==> src/rtl/max_pool_2x2_pkg.sv <==
// Shared CNN constants: default sample width and the 2x2 / stride-2 pooling
// geometry, plus a width helper used by the pooling stage.
package max_pool_2x2_pkg;

  localparam int CNN_DATA_W  = 32;
  localparam int POOL_WIN    = 2;
  localparam int POOL_STRIDE = 2;

  // Index width for a counter or address over n items, never below 1 bit.
  function automatic int idx_w(input int n);
    return (n > 2) ? $clog2(n) : 1;
  endfunction

endpackage

==> src/rtl/max_pool_2x2_max2.sv <==
// Signed two-input maximum. Ties return the common value.
module max2 #(
  parameter int DATA_W = 32
) (
  input  logic signed [DATA_W-1:0] a,
  input  logic signed [DATA_W-1:0] b,
  output logic signed [DATA_W-1:0] y
);

  assign y = (a >= b) ? a : b;

endmodule

==> src/rtl/max_pool_2x2.sv <==
// Streaming 2x2, stride-2 max pooling over a raster-order feature map.
// Even columns park a sample in h_hold; odd columns fold it into a horizontal
// max. Even rows stash that pair max in a half-width line buffer, odd rows
// combine it with the buffered value and emit one pooled sample.
module max_pool_2x2
  import max_pool_2x2_pkg::*;
#(
  parameter int DATA_W = CNN_DATA_W,
  parameter int IMG_W  = 8,
  parameter int IMG_H  = 8
) (
  input  logic              clk,
  input  logic              rst,
  input  logic              in_valid,
  input  logic [DATA_W-1:0] d_in,
  output logic [DATA_W-1:0] d_out,
  output logic              out_valid,
  output logic              frame_done
);

  localparam int COL_W = idx_w(IMG_W);
  localparam int ROW_W = idx_w(IMG_H);
  localparam int LB_N  = IMG_W / POOL_WIN;
  localparam int LB_AW = idx_w(LB_N);
  // Depth rounded up to a power of two so every address value is in range.
  localparam int LB_D  = 2 ** LB_AW;

  logic [COL_W-1:0]         col_q, col_d;
  logic [ROW_W-1:0]         row_q, row_d;
  logic signed [DATA_W-1:0] h_hold_q;
  logic signed [DATA_W-1:0] d_out_q;
  logic                     out_valid_q;
  logic                     frame_done_q;

  logic signed [DATA_W-1:0] lb_q [0:LB_D-1];
  logic [LB_AW-1:0]         lb_addr;
  logic signed [DATA_W-1:0] lb_rd;

  logic signed [DATA_W-1:0] din_s;
  logic signed [DATA_W-1:0] hmax;
  logic signed [DATA_W-1:0] vmax;

  logic last_col, last_row;
  logic odd_col, odd_row;
  logic lb_we, emit;

  assign din_s    = signed'(d_in);
  assign last_col = (col_q == COL_W'(IMG_W - 1));
  assign last_row = (row_q == ROW_W'(IMG_H - 1));
  assign odd_col  = col_q[0];
  assign odd_row  = row_q[0];
  assign lb_addr  = LB_AW'(col_q >> 1);
  assign lb_rd    = lb_q[lb_addr];

  assign lb_we = in_valid && odd_col && !odd_row;
  assign emit  = in_valid && odd_col && odd_row;

  max2 #(.DATA_W(DATA_W)) u_hmax (
    .a (h_hold_q),
    .b (din_s),
    .y (hmax)
  );

  max2 #(.DATA_W(DATA_W)) u_vmax (
    .a (hmax),
    .b (lb_rd),
    .y (vmax)
  );

  // Raster position of the next accepted sample; wraps at end of frame.
  always_comb begin
    col_d = col_q;
    row_d = row_q;
    if (in_valid) begin
      if (last_col) begin
        col_d = '0;
        row_d = last_row ? '0 : row_q + 1'b1;
      end else begin
        col_d = col_q + 1'b1;
      end
    end
  end

  // Position, horizontal hold and pooled output registers.
  always_ff @(posedge clk) begin
    if (rst) begin
      col_q        <= '0;
      row_q        <= '0;
      h_hold_q     <= '0;
      d_out_q      <= '0;
      out_valid_q  <= 1'b0;
      frame_done_q <= 1'b0;
    end else begin
      col_q        <= col_d;
      row_q        <= row_d;
      out_valid_q  <= emit;
      frame_done_q <= emit && last_col && last_row;
      if (in_valid && !odd_col) begin
        h_hold_q <= din_s;
      end
      if (emit) begin
        d_out_q <= vmax;
      end
    end
  end

  // Line buffer: pair maxima from the even row, consumed on the odd row.
  // No reset needed since each entry is written before it is read.
  always_ff @(posedge clk) begin
    if (!rst && lb_we) begin
      lb_q[lb_addr] <= hmax;
    end
  end

  assign d_out      = d_out_q;
  assign out_valid  = out_valid_q;
  assign frame_done = frame_done_q;

endmodule

==> config.mk <==
export PLATFORM = sky130hd
export DESIGN_NAME = max_pool_2x2
export DESIGN_NICKNAME = d
export VERILOG_FILES = /design/src/rtl/max_pool_2x2_pkg.sv /design/src/rtl/max_pool_2x2_max2.sv /design/src/rtl/max_pool_2x2.sv
export SDC_FILE = /design/constraint.sdc
export NUM_CORES = 1
export LEC_CHECK = 0
export CAP_MARGIN = 20
export CORE_UTILIZATION = 60
export CTS_CLUSTER_DIAMETER = 50
export DETAILED_ROUTE_END_ITERATION = 12
export PLACE_DENSITY = 0.81
export SYNTH_ARGS = -nofsm -noshare
export SYNTH_HDL_FRONTEND = slang
export SYNTH_SLANG_ARGS = --single-unit
==> constraint.sdc <==
create_clock -name clk -period 7.2 [get_ports clk]
set_input_delay 1.8 -clock clk [delete_from_list [all_inputs] [get_ports clk]]
set_output_delay 1.8 -clock clk [all_outputs]
set_load 0.02 [all_outputs]
; After elaboration in Yosys (flattened, before gate mapping)
; Memories as Yosys holds them, arrays and structs flattened. A register that Yosys moved wholly into a read port is not among the register bits.
; Index checks and enable logic that the tools add are counted.
[word_totals]
latch_bits = 0
mem_bits_ro = 0
input_bits = 35
output_inout_bits = 34
ram_bits = 128
reg_bits = 72
elab_cells = 32
memories = 1
[classes]
n_bitwise = 0
reduce_logical = 11
n_eq_ne = 2
shifts = 0
div = 0
multipliers = 0
n_lt_le_gt_ge = 2
add_sub_neg = 2
mux = 8
[mem_list]
columns = name, depth, width, rd, rd_ports_with_merged_regs, wr, line_no
row1 = lb_q, 4, 32, 1, 1, 1, max_pool_2x2.sv:35  ; logic signed [DATA_W-1:0] lb_q [0:LB_D-1];
[op_table]
columns = op, count
row1 = $ge A32 B32 Y1, 2
row2 = $mux W32, 2
row3 = $logic_and A1 B1 Y1, 7
row4 = $add A3 B1 Y3 const B, 2
row5 = $eq A3 B3 Y1 const B, 2
row6 = $mux W3, 2
row7 = $mux W2, 2
row8 = $logic_not A1 Y1, 3
row9 = $mux W1, 2
row10 = $reduce_and A2 Y1, 1

; Longest topological paths before layout
; Gate-level depths: netlist of run 1.
[depth]
ltp_word = 5
ltp_mapped = 21
ltp_nobuf = 17

; By module
; A second synthesis of run 1 with hierarchy kept.
[hier_totals]
cells_unflattened = 796
area_unflattened_um2 = 10059.6
[modules_own_cells]
columns = mod, instances, seq_area_each_um2, area_each_um2, cells_per_inst
row1 = max_pool_2x2, 1, 5325.1, 7322.0, 492
row2 = max2, 2, 0.0, 1368.8, 152

; Worst setup path after synthesis of run 1
; OpenSTA, ideal clock, no wires.
[synth_timing]
kind = input-to-reg
start = input port d_in[31]
end = register d_out_q[10] (netlist: d_out[10])
t_required_ps = 7071
path_slack_ps = 768
path_buffers = 3
arrival_time_ps = 6302
stages = 20
setup_ps = 129
path_cell_list = inv_1 > ha_1 > nand4_1 > or4_4 > or4_1 > o22ai_2 > buf_4 > o22ai_1 > a211oi_1 > inv_1 > ha_1 > a21oi_1 > nand2_1 > a221o_1 > o31a_1 > o21ai_1 > and2_1 > clkbuf_1 > clkbuf_1 > o31ai_1
[synth_via]
elab_chain_cells = 4
[synth_lines]
columns = element, line_no
row1 = "start, declared", max_pool_2x2.sv:15  ; input logic [DATA_W-1:0] d_in,
row2 = $ge A32 B32 Y1, max_pool_2x2_max2.sv:10  ; assign y = (a >= b) ? a : b;
row3 = $mux W32, max_pool_2x2_max2.sv:10
row4 = named net hmax[14], max_pool_2x2.sv:40  ; logic signed [DATA_W-1:0] hmax;
row5 = $ge A32 B32 Y1, max_pool_2x2_max2.sv:10
row6 = $mux W32, max_pool_2x2_max2.sv:10
row7 = "end signal, assigned", max_pool_2x2.sv:102  ; d_out_q <= vmax;
row8 = "end, declared", max_pool_2x2.sv:31  ; logic signed [DATA_W-1:0] d_out_q;
; The timed path passes the listed nets, and every way through them passes these cells.
; A chain may end at the register's enable or synchronous reset.

; Worst setup path in the final report of run 1
[layout_timing]
start = input port d_in[27]
end = register d_out_q[2] (netlist: d_out[2])
; Same word-level chain as after synthesis.

==> flow_summary.json, run 1 <==
{
  "postCtsSetupRepairBufs": 0,
  "worstReg2RegEnd": "d_out[2]",
  "crit_path_top_delay_cell": "clkdlybuf4s50_1",
  "skew_ps": 17.11,
  "drc": 0,
  "finalSetupViolations": 0,
  "drt-total-wl_um": 27820,
  "clkSinkCount": 202,
  "synth.avg_cell_area_sq_um": 10.32,
  "cts_root_buf": "clkbuf_16",
  "reg2reg_from": "h_hold_q[23]",
  "slew_headroom": 0.3317,
  "fin_crit_sh": 0.9450,
  "min-delay-start": "row_q[2]",
  "final_common_cell": "edfxtp_1",
  "ys_seq_area_frac": 0.4871,
  "grt.total_usage": 0.3080,
  "leakage_nw": 5.040,
  "die_area_sq_um": 18760,
  "dpl.hpwl_um": 18150,
  "min_path_type": "flop to flop",
  "overflow": 0,
  "rows": 48,
  "cp_slowest_stage_delay_ps": 570,
  "core_sq_um": 17540,
  "finalHoldViolCount": 0,
  "path_cells": "clkdlybuf4s50_1, inv_1, ha_1, nand4_1, or4_4, or4_1, o22ai_4, buf_12, o22ai_1, a211oi_1, inv_1, ha_1, a21oi_1, a21boi_0, o31a_1, o31a_1, and2_1, buf_12, o31ai_1",
  "drive_gt1_frac": 0.1408,
  "drtAntennaViolNets": 0,
  "drv_cap": 0,
  "tightestPinTransition_ps": 1002,
  "antenna_found_initial": 0,
  "synth_ff_type": "edfxtp_1",
  "grt_pass1_vias": 8416,
  "synthCells": 1059,
  "vias": 8791,
  "tritoncts": "done",
  "period_needed_ps": 6804,
  "cts_resized": 0,
  "setup_slack_ps": 395.9,
  "yosysUniqueCellTypes": 49,
  "multi_input_area_sq_um": 5014,
  "die_w_um": 137.0,
  "status": "finished clean",
  "drtPass1Iterations": 6,
  "ys_warn_count": 0,
  "clk_pin_slew_worst_paths_ps": 60,
  "crit_type": "input pin to flop",
  "syn_nets": 1162,
  "power_mw": 2.943,
  "clk_path_buf_depth": 3,
  "drtIter0Drc": 823,
  "grt_max_degree": 129,
  "holdPathEnd": "row_q[2]",
  "worstPathRequired_ps": 7610,
  "grt_pass1_wl_um": 44390,
  "crit_fanout": 42,
  "nets": 1251,
  "top_usage_layer": "met2",
  "worstPathArrival_ps": 7210,
  "cp-end-kind": "flop",
  "rrSetupSlack_ps": 1850,
  "preCtsSetupSlack_ps": 46.52,
  "clkLatencyLatePin_ps": 520,
  "diodes": 0,
  "die_y_um": 137.0,
  "worstSetupStartpointType": "input pin",
  "p_per_area_nw_per_um2": 226.6,
  "rsz0062_at_grt": "false",
  "critPathTopFamily": "compound AO/OA/AOI/OAI gates",
  "cts.htree.levels": 1,
  "globalRouteMet2Util": 0.5101,
  "path_buf_inv": 5,
  "fill_cells": 1164,
  "use_met1": 0.4239,
  "cts_buffers": 24,
  "layout_common_cells": "edfxtp_1, nand2_1, inv_1, dfxtp_1, buf_4",
  "setup-tns-final_ps": 0,
  "gp_congestion": 0.8660,
  "wire_per_inst_um": 20.01,
  "ir_drop_v": 0.0001720,
  "seq_area_sq_um": 5326,
  "boundaryPins": 69,
  "maxSlewViolCount": 0,
  "io_buffer_count": 68,
  "start_util": 0.6234,
  "clock.fmax_mhz": 147.0,
  "cts_hold_buf": 0,
  "rr_worst_depth": 17,
  "synthesis.area_sq_um": 10930,
  "area_growth_pct": 18.83,
  "synthArstFlopShare": 0,
  "synth_edf_count": 128,
  "via_per_inst": 6.324,
  "grt_use_met3": 0.03926,
  "ys_ff_latch": 202,
  "hold_depth": 2
}
## registers in the layout, summed over array words and instances, names as in the netlist, named ones only
name and flops:
lb_q 128, d_out 32, h_hold_q 32, col_q 3
row_q 3, frame_done 1, out_valid 1
## layout make-up
type | count | share of cell area
Sequential cell | 202 | 0.4100
Clock buffer | 31 | 0.05066
Inverter | 100 | 0.02889
Clock inverter | 12 | 0.006934
Tap cell | 225 | 0.02167
Timing Repair Buffer | 140 | 0.09593
Multi-Input combinational cell | 680 | 0.3859
## kinds of logic (layout without fill, tap and decap cells)
family                     count (synthesis)  after routing  synth area share
muxes                                     33             33           0.06683
AOI/OAI and AO/OA                        253            253            0.1487
DFF                                      202            202            0.4871
buffers and inverters                    177            283           0.06214
and+or+nand+nor                          326            326            0.1575
adders and majority gates                 68             68           0.07782
## tightest hold or removal path, cell delays in order, from the launching register on
cell and delay (ps):
dfxtp_1 310, nand2_1 50, a21oi_1 50
## power breakdown
part | total (mW) | internal [mW] | switching (mW)
clock | 1.14 | 0.653 | 0.488
sequential | 1.29 | 1.27 | 0.0218
combinational | 0.510 | 0.200 | 0.310
total | 2.94 | 2.12 | 0.819
## worst max-delay path by stage
stage	slack, ps	to	startpoint	depth (start not counted)
finish	400	d_out[2]	d_in[27]	19
global route	40	d_out[0]	d_in[27]	20
CTS	470	d_out[2]	d_in[27]	20
detailed placement	50	d_out[21]	d_in[27]	19
global placement	150	d_out[18]	d_in[23]	20
floorplan	770	d_out[10]	d_in[31]	20
## synth_stat cells (4+ instances only)
cell / n / area (sq um)
edfxtp_1: 128 / 3844
nand2_1: 119 / 446.7
inv_1: 99 / 371.6
dfxtp_1: 74 / 1481
ha_1: 68 / 850.8
clkbuf_1: 66 / 247.7
a21oi_1: 64 / 320.3
nor2_1: 43 / 161.4
o21ai_0: 42 / 210.2
nand4_1: 41 / 256.5
a31oi_1: 33 / 206.5
and2_1: 33 / 206.5
nand2b_1: 33 / 206.5
mux4_2: 32 / 720.7
o31ai_1: 32 / 240.2
nand4b_1: 31 / 271.5
o22ai_1: 31 / 193.9
a211oi_1: 22 / 165.2
a211oi_2: 10 / 125.1
nand3_1: 6 / 30.03
buf_1: 5 / 18.77
and4_1: 4 / 35.03
nor3_1: 4 / 20.02
## metrics by stage
step | instance area [sq um] | std cells | utilization | hold slack (ps)
floorplan | 10930 | 1059 | - | 440.0
global placement | 12240 | 1347 | 0.6981 | 448.0
detailed placement | 12240 | 1347 | 0.6981 | 460.6
CTS | 12990 | 1390 | 0.7408 | 468.9
global route | 12990 | 1390 | 0.7408 | 494.7
finish | 12990 | 1390 | 0.7408 | 468.2
## routing by layer
metal / vias to the layer above / wire (um)
met5: - / 0
met4: 0 / 599
met3: 50 / 2306
met2: 405 / 13530
met1: 4235 / 11380
li1: 4101 / -
No activity file was read; power rests on OpenSTA's default activity.
==> inputs of run 2 (changes only) <==
--- a/config.mk
+++ b/config.mk
@@ -6,10 +6,10 @@
 export NUM_CORES = 1
 export LEC_CHECK = 0
 export CAP_MARGIN = 20
-export CORE_UTILIZATION = 60
+export CORE_UTILIZATION = 42
 export CTS_CLUSTER_DIAMETER = 50
 export DETAILED_ROUTE_END_ITERATION = 12
-export PLACE_DENSITY = 0.81
+export DONT_BUFFER_PORTS = 1
 export SYNTH_ARGS = -nofsm -noshare
 export SYNTH_HDL_FRONTEND = slang
 export SYNTH_SLANG_ARGS = --single-unit
==> constraint.sdc (replaced) <==
create_clock -name clk -period 6.6 [get_ports clk]
set_input_delay 1.65 -clock clk [delete_from_list [all_inputs] [get_ports clk]]
set_output_delay 1.65 -clock clk [all_outputs]
set_load 0.02 [all_outputs]
==> run 2 against run 1 <==
Net effect:
- largest cell class unchanged
- largest power group unchanged
- clock-buffer cell count up 1
- combinational power decreased by 3%
- sequential share of layout area is 1.8 points higher
- flip-flop and latch count did not move
- highest routed layer unchanged
- critical path depth rose by 1
==> flow_summary.json, run 2 (synthesis results as in run 1) <==
{
  "preCtsSetupSlack_ps": -198.7,
  "clkSinkCount": 202,
  "worstReg2RegEnd": "d_out[12]",
  "drv_cap": 0,
  "finalHoldViolCount": 0,
  "leakage_nw": 4.767,
  "rrSetupSlack_ps": 1100,
  "boundaryPins": 69,
  "crit_type": "input pin to flop",
  "fill_cells": 2303,
  "finalSetupViolations": 0,
  "grt_pass1_wl_um": 43390,
  "antenna_found_initial": 1,
  "rsz0062_at_grt": "false",
  "rr_worst_depth": 19,
  "gp_congestion": 0.8059,
  "drc": 0,
  "nets": 1163,
  "diodes": 0,
  "cts_root_buf": "clkbuf_16",
  "fin_crit_sh": 0.9499,
  "wire_per_inst_um": 19.38,
  "cts_resized": 0,
  "overflow": 0,
  "grt_pass1_vias": 7602,
  "utilization": 0.4909,
  "worstPathRequired_ps": 7010,
  "maxSlewViolCount": 0,
  "rows": 58,
  "skew_ps": 11.53,
  "power_mw": 3.258,
  "top_register": "lb_q",
  "worstSetupStartpointType": "input pin",
  "clock.fmax_mhz": 159.5,
  "clk_path_buf_depth": 3,
  "status": "finished clean",
  "start_util": 0.4317,
  "period_needed_ps": 6270,
  "layout_common_cells": "edfxtp_1, nand2_1, inv_1, dfxtp_1, ha_1",
  "setup_slack_ps": 330.3,
  "worstSetupStartpoint": "d_in[30]",
  "p_per_area_nw_per_um2": 262.1,
  "cts_buffers": 26,
  "die_area_sq_um": 26680,
  "drtPass1Iterations": 5,
  "clk_pin_slew_worst_paths_ps": 60,
  "drt-total-wl_um": 27320,
  "crit_path_end": "d_out[12]",
  "grt.total_usage": 0.2104,
  "clkLatencyLatePin_ps": 520,
  "io_buffer_count": 0,
  "area_growth_pct": 13.71,
  "postCtsSetupRepairBufs": 0,
  "ir_drop_v": 0.0001724,
  "largest_reg_flops": 128,
  "crit_fanout": 27,
  "final_common_cell": "edfxtp_1",
  "slew_headroom": 0.4072,
  "worstPathArrival_ps": 6680,
  "cp-end-kind": "flop",
  "tightestPinTransition_ps": 889.3,
  "cts_hold_buf": 0,
  "via_per_inst": 5.706,
  "core_sq_um": 25330,
  "min_path_type": "flop to flop",
  "drtAntennaViolNets": 0,
  "vias": 8046,
  "die_w_um": 163.3,
  "reg2reg_from": "h_hold_q[30]",
  "drive_gt1_frac": 0.1352,
  "grt_max_degree": 114,
  "die_y_um": 163.3,
  "cts.htree.levels": 1,
  "dpl.hpwl_um": 18640,
  "drtIter0Drc": 489,
  "tritoncts": "done"
}
run 2: changes by cell type in the layout (fill, tap and decap cells not counted), moves of 2 or more:
cell,change
buf_12,+5
buf_4,-27
clkbuf_1,-2
clkbuf_16,+2
clkdlybuf4s50_1,-68
clkinv_1,+3
clkinv_2,+2
clkinvlp_4,-2
run 2: metal layers:
layer	wire (um)	up-vias	GRT usage
met4	437	0	0.04800
met5	0	-	0
met3	1907	32	0.04469
met2	12520	191	0.3334
li1	-	3924	-
met1	12460	3899	0.2940
run 2: area by class of cell:
| class | count | area, sq um | area share |
|---|---|---|---|
| multi-input cells | 680 | 5014 | 0.4033 |
| clock inverters | 16 | 126.4 | 0.01017 |
| flip-flops and latches | 202 | 5326 | 0.4284 |
| well taps | 330 | 412.9 | 0.03321 |
| inverters | 100 | 375.4 | 0.03019 |
| clock buffers | 32 | 714.4 | 0.05747 |
| repair buffers | 50 | 462.9 | 0.03724 |
run 2: worst max-delay path: stages:
cell and delay (ps):
inv_1 20, ha_1 290, nand4_1 160, or4_4 560
or4_1 490, o22ai_4 220, buf_12 180, buf_12 180
o22ai_1 90, a211oi_1 470, inv_1 200, ha_1 350
a21oi_1 150, o21ai_0 90, a221o_1 300, o31a_1 330
o31a_1 310, and2_1 230, buf_12 170, o31ai_1 230
run 2: how the worst min path moves through the flow:
stage	from	end	slack, ps	depth (start not counted)
CTS	row_q[1]	row_q[1]	460	2
finish	row_q[2]	row_q[2]	460	2
global route	row_q[1]	row_q[1]	490	2
floorplan	row_q[1]	row_q[1]	440	2
detailed placement	row_q[1]	row_q[1]	450	2
global placement	row_q[2]	row_q[2]	440	2
run 2: power breakdown:
part / leakage (nW) / switching, mW / internal (mW) / total [mW]
combinational: 2.58 / 0.310 / 0.186 / 0.497
sequential: 1.77 / 0.0229 / 1.39 / 1.41
clock: 0.412 / 0.539 / 0.813 / 1.35
run 2: stage by stage:
step | setup TNS (ps) | instances | cell area [sq um] | hold slack, ps
2_1_floorplan | 0 | 1059 | 10930 | 440.0
4_1_cts | 0 | 1410 | 12430 | 460.3
5_1_grt | 0 | 1410 | 12430 | 485.6
3_5_place_dp | -5237 | 1362 | 11590 | 452.0
3_3_place_gp | -3168 | 1362 | 11590 | 444.6
6_report | 0 | 1410 | 12430 | 460.3
==> inputs of run 3 (changes only) <==
==> constraint.sdc (replaced) <==
create_clock -name clk -period 8.02 [get_ports clk]
set_input_delay 2.005 -clock clk [delete_from_list [all_inputs] [get_ports clk]]
set_output_delay 2.005 -clock clk [all_outputs]
set_load 0.02 [all_outputs]
==> run 3 against run 2 <==
Net effect:
- wire length grew 0.44%
- combinational power down 24%
- sequential share of layout area rose by 0.86 points
- worst hold slack lost 6.1 ps
- die area is the same
- highest routed layer unchanged
- final area shrank 2.0%
==> flow_summary.json, run 3 (synthesis results as in run 1) <==
{
  "tightestPinTransition_ps": 1135,
  "clk_path_buf_depth": 3,
  "cp-end-kind": "flop",
  "rsz0062_at_grt": "false",
  "cts.htree.levels": 1,
  "worstSetupStartpoint": "d_in[30]",
  "clkSinkCount": 202,
  "drt-total-wl_um": 27440,
  "drive_gt1_frac": 0.1164,
  "worstPathRequired_ps": 8410,
  "drtAntennaViolNets": 0,
  "drc": 0,
  "path_buf_inv": 4,
  "clk_pin_slew_worst_paths_ps": 60,
  "utilization": 0.4812,
  "finalSetupViolations": 0,
  "worstSetupStartpointType": "input pin",
  "status": "finished clean",
  "dpl.hpwl_um": 18230,
  "clkLatencyLatePin_ps": 530,
  "cts_buffers": 26,
  "critPathTopFamily": "simple AND/OR/NAND/NOR gates",
  "largest_reg_flops": 128,
  "setup_slack_ps": 728.3,
  "grt.total_usage": 0.2085,
  "leakage_nw": 4.622,
  "die_area_sq_um": 26680,
  "grt_pass1_wl_um": 42970,
  "diodes": 0,
  "period_needed_ps": 7292,
  "reg2reg_from": "h_hold_q[30]",
  "crit_fanout": 18,
  "grt_pass1_vias": 7510,
  "worstPathArrival_ps": 7680,
  "min_path_type": "flop to flop",
  "p_seq_frac": 0.433,
  "fin_crit_sh": 0.9092,
  "tritoncts": "done",
  "p_per_area_nw_per_um2": 220.0,
  "rows": 58,
  "via_per_inst": 5.743,
  "min-delay-start": "row_q[1]",
  "skew_ps": 8.563,
  "drtIter0Drc": 597,
  "grt_max_degree": 131,
  "boundaryPins": 69,
  "postCtsSetupRepairBufs": 0,
  "vias": 7966,
  "area_growth_pct": 11.47,
  "antenna_found_initial": 0,
  "die_y_um": 163.3,
  "core_sq_um": 25330,
  "slew_headroom": 0.2436,
  "io_buffer_count": 0,
  "gp_congestion": 0.7993,
  "final_common_cell": "edfxtp_1",
  "p_int_mw": 1.966,
  "ir_drop_v": 0.0001742,
  "power_mw": 2.681,
  "p_sw_mw": 0.7150,
  "p_sw_frac": 0.2667,
  "crit_type": "input pin to flop",
  "drtPass1Iterations": 5,
  "clock.fmax_mhz": 137.1,
  "drv_cap": 0,
  "die_w_um": 163.3,
  "top_register": "lb_q",
  "wire_per_inst_um": 19.78,
  "finalHoldViolCount": 0,
  "layout_common_cells": "edfxtp_1, nand2_1, inv_1, dfxtp_1, ha_1",
  "start_util": 0.4317,
  "preCtsSetupSlack_ps": 272.8,
  "maxSlewViolCount": 0,
  "overflow": 0,
  "cts_resized": 0,
  "path_cells": "inv_1, ha_1, nand4_1, or4_4, or4_1, o22ai_4, buf_4, o22ai_1, a211oi_1, inv_1, ha_1, nand4_1, nor3_1, o31a_1, o31a_1, and2_1, buf_4, o31ai_1",
  "clockPowerShare": 0.427,
  "combPwrFrac": 0.141,
  "cts_root_buf": "clkbuf_16",
  "crit_path_top_delay_cell": "a211oi_1",
  "setup-tns-final_ps": 0,
  "cp_slowest_stage_delay_ps": 660,
  "cts_hold_buf": 0,
  "nets": 1140
}
==> run 3: power groups by stage <==
stage,clock network (mW),registers (mW),logic (mW)
6_report,1.14,1.16,0.377
4_1_cts,1.17,1.16,0.376
3_3_place_gp,0,1.18,0.370
2_1_floorplan,0,1.17,0.272
5_1_grt,1.21,1.16,0.419
3_5_place_dp,0,1.18,0.374
==> run 3: worst register-to-register path, cell delays in order (launching register included) <==
cell	delay (ps)
dfxtp_1	360
ha_1	330
nand4_1	270
or4_4	640
or4_1	490
o22ai_4	300
buf_4	290
o22ai_1	110
a211oi_1	660
inv_1	230
ha_1	380
nand4_1	160
nor3_1	330
o31a_1	240
o31a_1	160
and2_1	580
buf_4	400
o31ai_1	110
==> run 3: cell type report <==
class	instances	area (sq um)
clock buffer	36	719.4
sequential	202	5326
fill	2271	13140
multi-input combinational	680	5014
clock inverter	12	136.4
timing repair buffer	27	202.7
tap	330	412.9
inverter	100	375.4
==> run 3: worst paths after layout <==
kind | end | slack, ps | depth (start not counted)
setup / recovery | d_out[10] | 730 | 18
hold / removal | row_q[1] | 450 | 2
setup reg to reg | d_out[10] | 1840 | 17
hold reg to reg | row_q[1] | 450 | 2
==> run 3: metal layers <==
layer | GRT usage | up-vias | wire length (um)
met4 | 0.04248 | 0 | 366
met3 | 0.04088 | 33 | 1886
met5 | 0 | - | 0
li1 | - | 3882 | -
met2 | 0.3290 | 188 | 12320
met1 | 0.2963 | 3863 | 12870
==> run 3: through the flow <==
| stage | hold slack, ps | cell area, sq um | instances |
|---|---|---|---|
| finish | 454.2 | 12190 | 1387 |
| global route | 473.1 | 12190 | 1387 |
| CTS | 455.2 | 12190 | 1387 |
| detailed placement | 447.7 | 11330 | 1339 |
| global placement | 443.8 | 11330 | 1339 |
| floorplan | 440.0 | 10930 | 1059 |
